### config.mk
export PLATFORM = sky130hd
export DESIGN_NAME = rgb_led_sched
export DESIGN_NICKNAME = d
export VERILOG_FILES = /design/src/rtl/rgb_sched_pkg.sv /design/src/rtl/rgb_pwm_ch.sv /design/src/rtl/rgb_led_sched.sv
export SDC_FILE = /design/constraint.sdc
export NUM_CORES = 1
export LEC_CHECK = 0
export BUFFER_PORTS_ARGS = -buffer_cell sky130_fd_sc_hd__buf_2
export CAP_MARGIN = 25
export CELL_PAD_IN_SITES_DETAIL_PLACEMENT = 2
export CELL_PAD_IN_SITES_GLOBAL_PLACEMENT = 2
export CORE_ASPECT_RATIO = 1.25
export CORE_UTILIZATION = 31
export CTS_BUF_LIST = sky130_fd_sc_hd__clkbuf_8
export CTS_CLUSTER_DIAMETER = 100
export DETAILED_ROUTE_END_ITERATION = 10
export GPL_ROUTABILITY_DRIVEN = 0
export MAX_ROUTING_LAYER = met4
export PLACE_DENSITY = 0.86
export SYNTH_ARGS = -nofsm -noshare
export SYNTH_HDL_FRONTEND = slang
export SYNTH_SLANG_ARGS = --single-unit
### constraint.sdc
create_clock -name hw_clk -period 2.95 [get_ports hw_clk]
set_input_delay 0.295 -clock hw_clk [delete_from_list [all_inputs] [get_ports hw_clk]]
set_output_delay 0.295 -clock hw_clk [all_outputs]
set_load 0.005 [all_outputs]
### src/rtl/rgb_sched_pkg.sv
// rgb_sched_pkg: shared types and constants for the RGB LED scheduler.
// Holds the FSM encoding, channel indices and the PWM period helper.
package rgb_sched_pkg;

    typedef enum logic [1:0] {
        ST_IDLE = 2'd0,
        ST_SHOW = 2'd1,
        ST_GAP  = 2'd2
    } sched_state_t;

    localparam int RED    = 0;
    localparam int GREEN  = 1;
    localparam int BLUE   = 2;
    localparam int NUM_CH = 3;

    // PWM period in cycles: the counter skips the all-ones value so that
    // the maximum duty is a true always-on level.
    function automatic int pwm_period(input int bits);
        return (1 << bits) - 1;
    endfunction

    localparam int DEF_PWM_BITS   = 8;
    localparam int DEF_PWM_PERIOD = pwm_period(DEF_PWM_BITS);

endpackage

### src/rtl/rgb_pwm_ch.sv
// rgb_pwm_ch: one colour channel of the LED scheduler.
// Holds the job's duty value and compares it against the shared counter.
module rgb_pwm_ch #(
    parameter int PWM_BITS = 8
) (
    input  logic                hw_clk,
    input  logic                hw_rst_n,
    input  logic                load,
    input  logic [PWM_BITS-1:0] duty_in,
    input  logic [PWM_BITS-1:0] cnt_nxt,
    input  logic                en_nxt,
    output logic                pwm
);

    logic [PWM_BITS-1:0] duty_q;
    logic [PWM_BITS-1:0] duty_eff;

    // The newly accepted duty must already drive the first SHOW cycle.
    assign duty_eff = load ? duty_in : duty_q;

    // Duty capture and registered compare against next cycle's count.
    always_ff @(posedge hw_clk or negedge hw_rst_n) begin
        if (!hw_rst_n) begin
            duty_q <= '0;
            pwm    <= 1'b0;
        end else begin
            if (load) begin
                duty_q <= duty_in;
            end
            pwm <= en_nxt && (cnt_nxt < duty_eff);
        end
    end

endmodule

### src/rtl/rgb_led_sched.sv
// rgb_led_sched: round-robin owner of the RGB LED, feeding SB_RGBA_DRV.
// Shows one colour job per grant, then blanks for one PWM period.
module rgb_led_sched
    import rgb_sched_pkg::*;
#(
    parameter int NUM_REQ   = 2,
    parameter int PWM_BITS  = 8,
    parameter int TICK_DIV  = 12000,
    parameter int HOLD_BITS = 16
) (
    input  logic                             hw_clk,
    input  logic                             hw_rst_n,
    input  logic [NUM_REQ-1:0]               req_valid,
    output logic [NUM_REQ-1:0]               req_ready,
    input  logic [NUM_REQ*3*PWM_BITS-1:0]    req_color,
    input  logic [NUM_REQ*HOLD_BITS-1:0]     req_hold,
    input  logic                             abort,
    output logic                             busy,
    output logic [$clog2(NUM_REQ)-1:0]       active_id,
    output logic                             rgb_en,
    output logic                             rgb0_pwm,
    output logic                             rgb1_pwm,
    output logic                             rgb2_pwm
);

    localparam int IDW = $clog2(NUM_REQ);
    localparam int CW  = NUM_CH * PWM_BITS;
    localparam int PW  = (TICK_DIV > 1) ? $clog2(TICK_DIV) : 1;

    localparam logic [PWM_BITS-1:0] CNT_LAST =
        PWM_BITS'(pwm_period(PWM_BITS) - 1);
    localparam logic [PW-1:0] PRESC_LAST = PW'(TICK_DIV - 1);

    sched_state_t         state;
    logic [IDW-1:0]       last_id;
    logic [IDW-1:0]       grant_id;
    logic                 grant_found;
    logic [CW-1:0]        sel_color;
    logic [HOLD_BITS-1:0] sel_hold;
    logic [HOLD_BITS-1:0] hold_cnt;
    logic [PW-1:0]        presc;
    logic [PWM_BITS-1:0]  cnt;
    logic [PWM_BITS-1:0]  cnt_inc;
    logic [PWM_BITS-1:0]  cnt_nxt;
    logic                 accept;
    logic                 tick;
    logic                 show_done;
    logic                 stay_show;
    logic                 en_nxt;

    // Round-robin search starting one past the last granted requester.
    always_comb begin
        grant_id    = last_id;
        grant_found = 1'b0;
        for (int i = 1; i <= NUM_REQ; i++) begin
            if (!grant_found &&
                req_valid[IDW'((int'(last_id) + i) % NUM_REQ)]) begin
                grant_found = 1'b1;
                grant_id    = IDW'((int'(last_id) + i) % NUM_REQ);
            end
        end
    end

    // Route the winner's colour and hold time to the capture logic.
    always_comb begin
        sel_color = '0;
        sel_hold  = '0;
        for (int k = 0; k < NUM_REQ; k++) begin
            if (grant_id == IDW'(k)) begin
                sel_color = req_color[k*CW +: CW];
                sel_hold  = req_hold[k*HOLD_BITS +: HOLD_BITS];
            end
        end
    end

    // Ready is gated by reset so nothing is granted while held in reset.
    assign accept = grant_found && (state == ST_IDLE) && !abort && hw_rst_n;

    // One-hot accept strobe toward the winning requester.
    always_comb begin
        req_ready = '0;
        if (accept) begin
            req_ready[grant_id] = 1'b1;
        end
    end

    assign tick      = (presc == PRESC_LAST);
    assign show_done = (hold_cnt == '0) ||
                       (tick && (hold_cnt == HOLD_BITS'(1)));
    assign stay_show = (state == ST_SHOW) && !abort && !show_done;
    assign cnt_inc   = (cnt == CNT_LAST) ? '0 : cnt + 1'b1;

    // Channels register against the count of the following cycle, so the
    // first SHOW cycle already reflects cnt = 0. A zero hold keeps them dark.
    assign cnt_nxt = stay_show ? cnt_inc : '0;
    assign en_nxt  = accept ? (sel_hold != '0) : stay_show;

    // Scheduler FSM with registered status outputs.
    always_ff @(posedge hw_clk or negedge hw_rst_n) begin
        if (!hw_rst_n) begin
            state     <= ST_IDLE;
            last_id   <= IDW'(NUM_REQ - 1);
            active_id <= '0;
            hold_cnt  <= '0;
            presc     <= '0;
            cnt       <= '0;
            busy      <= 1'b0;
            rgb_en    <= 1'b0;
        end else begin
            unique case (state)
                ST_IDLE: begin
                    if (accept) begin
                        state     <= ST_SHOW;
                        last_id   <= grant_id;
                        active_id <= grant_id;
                        hold_cnt  <= sel_hold;
                        presc     <= '0;
                        cnt       <= '0;
                        busy      <= 1'b1;
                        rgb_en    <= 1'b1;
                    end
                end
                ST_SHOW: begin
                    if (abort) begin
                        state  <= ST_IDLE;
                        busy   <= 1'b0;
                        rgb_en <= 1'b0;
                    end else if (show_done) begin
                        state  <= ST_GAP;
                        cnt    <= '0;
                        rgb_en <= 1'b0;
                    end else begin
                        cnt   <= cnt_inc;
                        presc <= tick ? '0 : presc + 1'b1;
                        if (tick) begin
                            hold_cnt <= hold_cnt - 1'b1;
                        end
                    end
                end
                ST_GAP: begin
                    // The gap reuses cnt to time one full PWM period.
                    if (abort || (cnt == CNT_LAST)) begin
                        state <= ST_IDLE;
                        busy  <= 1'b0;
                    end else begin
                        cnt <= cnt + 1'b1;
                    end
                end
                default: begin
                    state  <= ST_IDLE;
                    busy   <= 1'b0;
                    rgb_en <= 1'b0;
                end
            endcase
        end
    end

    rgb_pwm_ch #(
        .PWM_BITS (PWM_BITS)
    ) u_red (
        .hw_clk   (hw_clk),
        .hw_rst_n (hw_rst_n),
        .load     (accept),
        .duty_in  (sel_color[RED*PWM_BITS +: PWM_BITS]),
        .cnt_nxt  (cnt_nxt),
        .en_nxt   (en_nxt),
        .pwm      (rgb0_pwm)
    );

    rgb_pwm_ch #(
        .PWM_BITS (PWM_BITS)
    ) u_green (
        .hw_clk   (hw_clk),
        .hw_rst_n (hw_rst_n),
        .load     (accept),
        .duty_in  (sel_color[GREEN*PWM_BITS +: PWM_BITS]),
        .cnt_nxt  (cnt_nxt),
        .en_nxt   (en_nxt),
        .pwm      (rgb1_pwm)
    );

    rgb_pwm_ch #(
        .PWM_BITS (PWM_BITS)
    ) u_blue (
        .hw_clk   (hw_clk),
        .hw_rst_n (hw_rst_n),
        .load     (accept),
        .duty_in  (sel_color[BLUE*PWM_BITS +: PWM_BITS]),
        .cnt_nxt  (cnt_nxt),
        .en_nxt   (en_nxt),
        .pwm      (rgb2_pwm)
    );

endmodule

==> out/metrics.sh <==
RUN_STATUS='finished, violations left'
VIOLATIONS='setup timing'
SYNTH-SIMPLE-AREA-SHARE=0.216
TIMING.RR.START='state[1]$_DFFE_PN0P_'
POST_SYNTHESIS_SEQUENTIAL_ELEMENT_COUNT=71
SYNTHMOSTINSTANTIATEDCELL='dfrtp_1'
DESIGN.PORTCOUNT=93
DETAILROUTE.VIA_COUNT=5251
GRT_UTIL_ALL_LAYERS=0.285
FIN_TOTAL_PWR_mW=5.68
MULTIINPUTGATEAREA_MM2=0.00316
DETAIL_ROUTE.WIRELENGTH_MM=24.6
DR.FIRST_ITER.DRC_COUNT=323
WORST_IR_DROP_VDD_V=0.000413
SYNTH_XOR_AREA_FRAC=0.0292
DETAIL_ROUTE.FIRST_PASS.ITERATIONS=4
CRITICAL_PATH.N_BUFFERS_INVERTERS=4
DRV_SLEW=0
MIN_CYCLE_TIME_LAYOUT_NS=3.51
PLACEMENT.IO_BUFFERS=91
SETUP_WS_NS=-0.556
AREA_GROWTH_PCT=34.1
POWER-PER-CELL-AREA_mW_PER_MM2=884
DIE_AREA_MM2=0.0160
DIE_HEIGHT_UM=141
SYNTH.AREA.TOP_CELLS='dfrtp_1, mux2i_1, ha_1'
ORIGIN_OF_THE_WORST_SETUP_PATH='state[1]$_DFFE_PN0P_'
FINAL-SETUP-VIOL-COUNT=4
CLOCK-SINKS=71
CLOCKROOTBUFFER='clkbuf_8'
REGAREA_MM2=0.00178
TIMING_HOLD_VIOLATIONS_FINAL=0
R2R.WORST_PATH.CELLS=13
VIAS_PER_CELL=6.04
SLEW_HEADROOM=0.347
R2R_END='u_red.pwm$_DFF_PN0_'
DRIVE_ABOVE_1_SHARE=0.323
SETUP_TNS_NS=-1.41
POST_SYNTH_INST_COUNT=547
FILLERS=1650
TRITONCTS.NUM_BUFFERS=9
FIRST_PASS_GRT_WIRE_LENGTH_MM=33.3
MOST_COMMON_FLOP_CELL_MAPPED_BY_YOSYS='dfrtp_1'
WORST-SETUP-PATH-TYPE='register to register'
SYNTH_SEQ_AREA_SHARE=0.371
SYNTH-EDFF-COUNT=0
PLACEMENTROWS=50
SYNTH_COMPOUND_AREA_FRAC=0.164
SYN_AVG_CELL_AREA_UM2=8.77
POST-PLACE-WS_NS=-0.265
SYNTH_ASYNC_SR_FLOP_SHARE=1.00
CORE-AREA_MM2=0.0150
SYNTH_CELL_TYPES=58
TIMING.CRITICAL_PATH.TO_TYPE='register'
DIE-WIDTH_UM=113
ARRIVAL_NS=3.78
FLOP_TO_FLOP_SETUP_SLACK_NS=-0.56
POST-ROUTE-DRC-COUNT=0
SYNTH.MUX.AREA_FRACTION=0.102
CLOCK_LATENCY_NS=0.39
GR-TOTAL-OVERFLOW=0
VIAS_IN_THE_FIRST_GLOBAL_ROUTE=5904
HPWLAFTERDP_MM=13.8
MIN-DELAY-PATH-CLASS='input port to async pin'
SYNTH.YOSYS.WARNINGS=0
REQUIRED_TIME_AT_THE_ENDPOINT_OF_THE_CRITICAL_PATH_NS=3.22
POST_SYNTH_FA_HA_MAJ_AREA_FRACTION=0.0705
WORSTPATHMAXFANOUT=6
WORST_PATH_LARGEST_CELL_DELAY_NS=0.55
NNETSFINAL=794
SYNTH_TOP_FAMILY_BY_AREA='simple AND/OR/NAND/NOR gates'
SYNTH_AREA_LEADER_CELL='dfrtp_1'
MAPPEDNETLISTAREA_MM2=0.00479
SLEW_AT_THE_PIN_CLOSEST_TO_ITS_MAX_SLEW_LIMIT_NS=0.980
PATH_CLK_SLEW_NS=0.09
CTS.HTREE.LEVELS=3
FLOORPLAN.INITIALDENSITY=0.319
CP_CELL_SEQUENCE='inv_1, ha_1, nand2b_1, or3_4, buf_6, nor2_2, buf_4, ha_4, and3_4, nand3_2, buf_4, nor2_4, a211oi_2'
MAPPEDNETLISTNETS=659
CRITPATHTOPFAMILY='simple AND/OR/NAND/NOR gates'
DETAIL_ROUTE.WL_PER_CELL_UM=28.3
ANTENNA_FOUND_INITIAL=1
CP_SLOWEST_CELL='or3_4'
CLOCK.FMAX_MHz=285
MOST_USED_STANDARD_CELLS_IN_THE_SYNTHESIZED_NETLIST='dfrtp_1, nand2_1, nor2_1'
NUMBER_OF_MAX_CAP_VIOLATIONS=0
CRIT_PATH_START_KIND='register'
ANTENNA_LEFT=0
CRIT_PATH_FREQUENT_CELL='buf_4'
SYNTH_TOP_AREA_FRAC=0.365
MAX-CLOCK-PATH-BUFFERS=2
CELLLEAKAGEPOWER_nW=2.94
CLOCK_TREE_FROM_TRITONCTS='yes'
RSZ_0062_RAISED_AFTER_GLOBAL_ROUTING='yes'
GRT_MAX_DEGREE=72
CLOCK-SKEW-FINAL_NS=0.0168
FINAL.PERIOD_UTILIZATION=1.19
## sequential cells by signal, indices dropped and copies added, names as in the netlist, 2 cells and up
| register | cells |
|---|---|
| u_red.duty_q | 8 |
| u_green.duty_q | 8 |
| u_blue.duty_q | 8 |
| presc | 14 |
| cnt | 8 |
| hold_cnt | 16 |
| state | 2 |
## worst max path at each step
stage | depth (start not counted) | slack, ns | end
2_1_floorplan | 14 | 0.007 | u_green.pwm$_DFF_PN0_
3_3_place_gp | 12 | -0.08 | u_green.pwm$_DFF_PN0_
3_5_place_dp | 13 | -0.27 | u_red.pwm$_DFF_PN0_
4_1_cts | 13 | -0.03 | u_red.pwm$_DFF_PN0_
5_1_grt | 13 | -0.56 | u_red.pwm$_DFF_PN0_
6_report | 13 | -0.56 | u_red.pwm$_DFF_PN0_
## layout make-up
cell class | count | share of cell area
Clock inverter | 6 | 0.0132
Tap cell | 182 | 0.0354
Multi-Input combinational cell | 419 | 0.492
Sequential cell | 71 | 0.277
Timing Repair Buffer | 148 | 0.142
Clock buffer | 10 | 0.0214
Antenna cell | 1 | 0.000389
Inverter | 33 | 0.0193
## logic make-up (layout without fill, tap and decap cells)
kind of cell	count (synthesis)	in the layout
AOI/OAI and AO/OA	119	119
xor gates and xnor gates	16	16
adders and majority gates	27	27
buffers and inverters	57	197
DFF	71	71
muxes	48	48
other	0	1
and+or+nand+nor	209	209
## routing by layer
metal	vias up	global-route usage	wire length, µm	part of all wire
met5	-	-	0	0
met4	0	0.190	1930	0.078
met3	129	0.0417	991	0.040
met2	207	0.526	13300	0.54
met1	2678	0.273	8370	0.34
li1	2237	-	-	-
## metrics by stage
step                cells  instance area, µm²   util  hold WS [ns]
floorplan             547                4820      -     -0.000591
global placement      844                5780  0.385         0.465
detailed placement    844                5780  0.385         0.483
CTS                   863                6110  0.407         0.290
global route          870                6430  0.428         0.321
finish                870                6430  0.428         0.266
## repair_timing
action / 4_1_cts / 5_1_grt
resized for setup: 20 / 37
pin swaps: 10 / 19
gates cloned: 0 / 0
hold buffers: 0 / 0
buffers inserted: 3 / 6
endpoints found under the setup margin: 3 / 12
## cells in the final DEF (no fill, tap or decap), types with 7 or more instances in the layout
cell,synthesis,layout
dfrtp_1,70,70
nor4_1,16,11
nand3_1,19,16
buf_4,0,52
nor3_1,15,15
buf_2,6,91
nand2_1,65,64
o21ai_1,5,8
clkbuf_8,0,10
ha_1,27,14
ha_4,0,13
o21ai_0,43,40
nand4_1,10,10
nor2_1,47,39
xor2_1,8,8
o21a_1,14,14
xnor2_1,8,7
inv_1,33,34
a21oi_1,17,13
mux2i_1,43,43
## report_power, final
| part | switching [mW] | internal [mW] | total (mW) |
|---|---|---|---|
| combinational | 1.90 | 1.22 | 3.12 |
| clock | 0.452 | 0.497 | 0.949 |
| sequential | 0.315 | 1.30 | 1.62 |
| total | 2.67 | 3.02 | 5.68 |
## worst reg2reg max path, cell delays in order, from the launching register on
cell and delay (ns):
dfrtp_1 0.43, inv_1 0.19, ha_1 0.24, nand2b_1 0.25, or3_4 0.55, buf_6 0.15
nor2_2 0.35, buf_4 0.24, ha_4 0.21, and3_4 0.15, nand3_2 0.11, buf_4 0.14
nor2_4 0.04, a211oi_2 0.35
No activity file was read; power rests on OpenSTA's default activity.
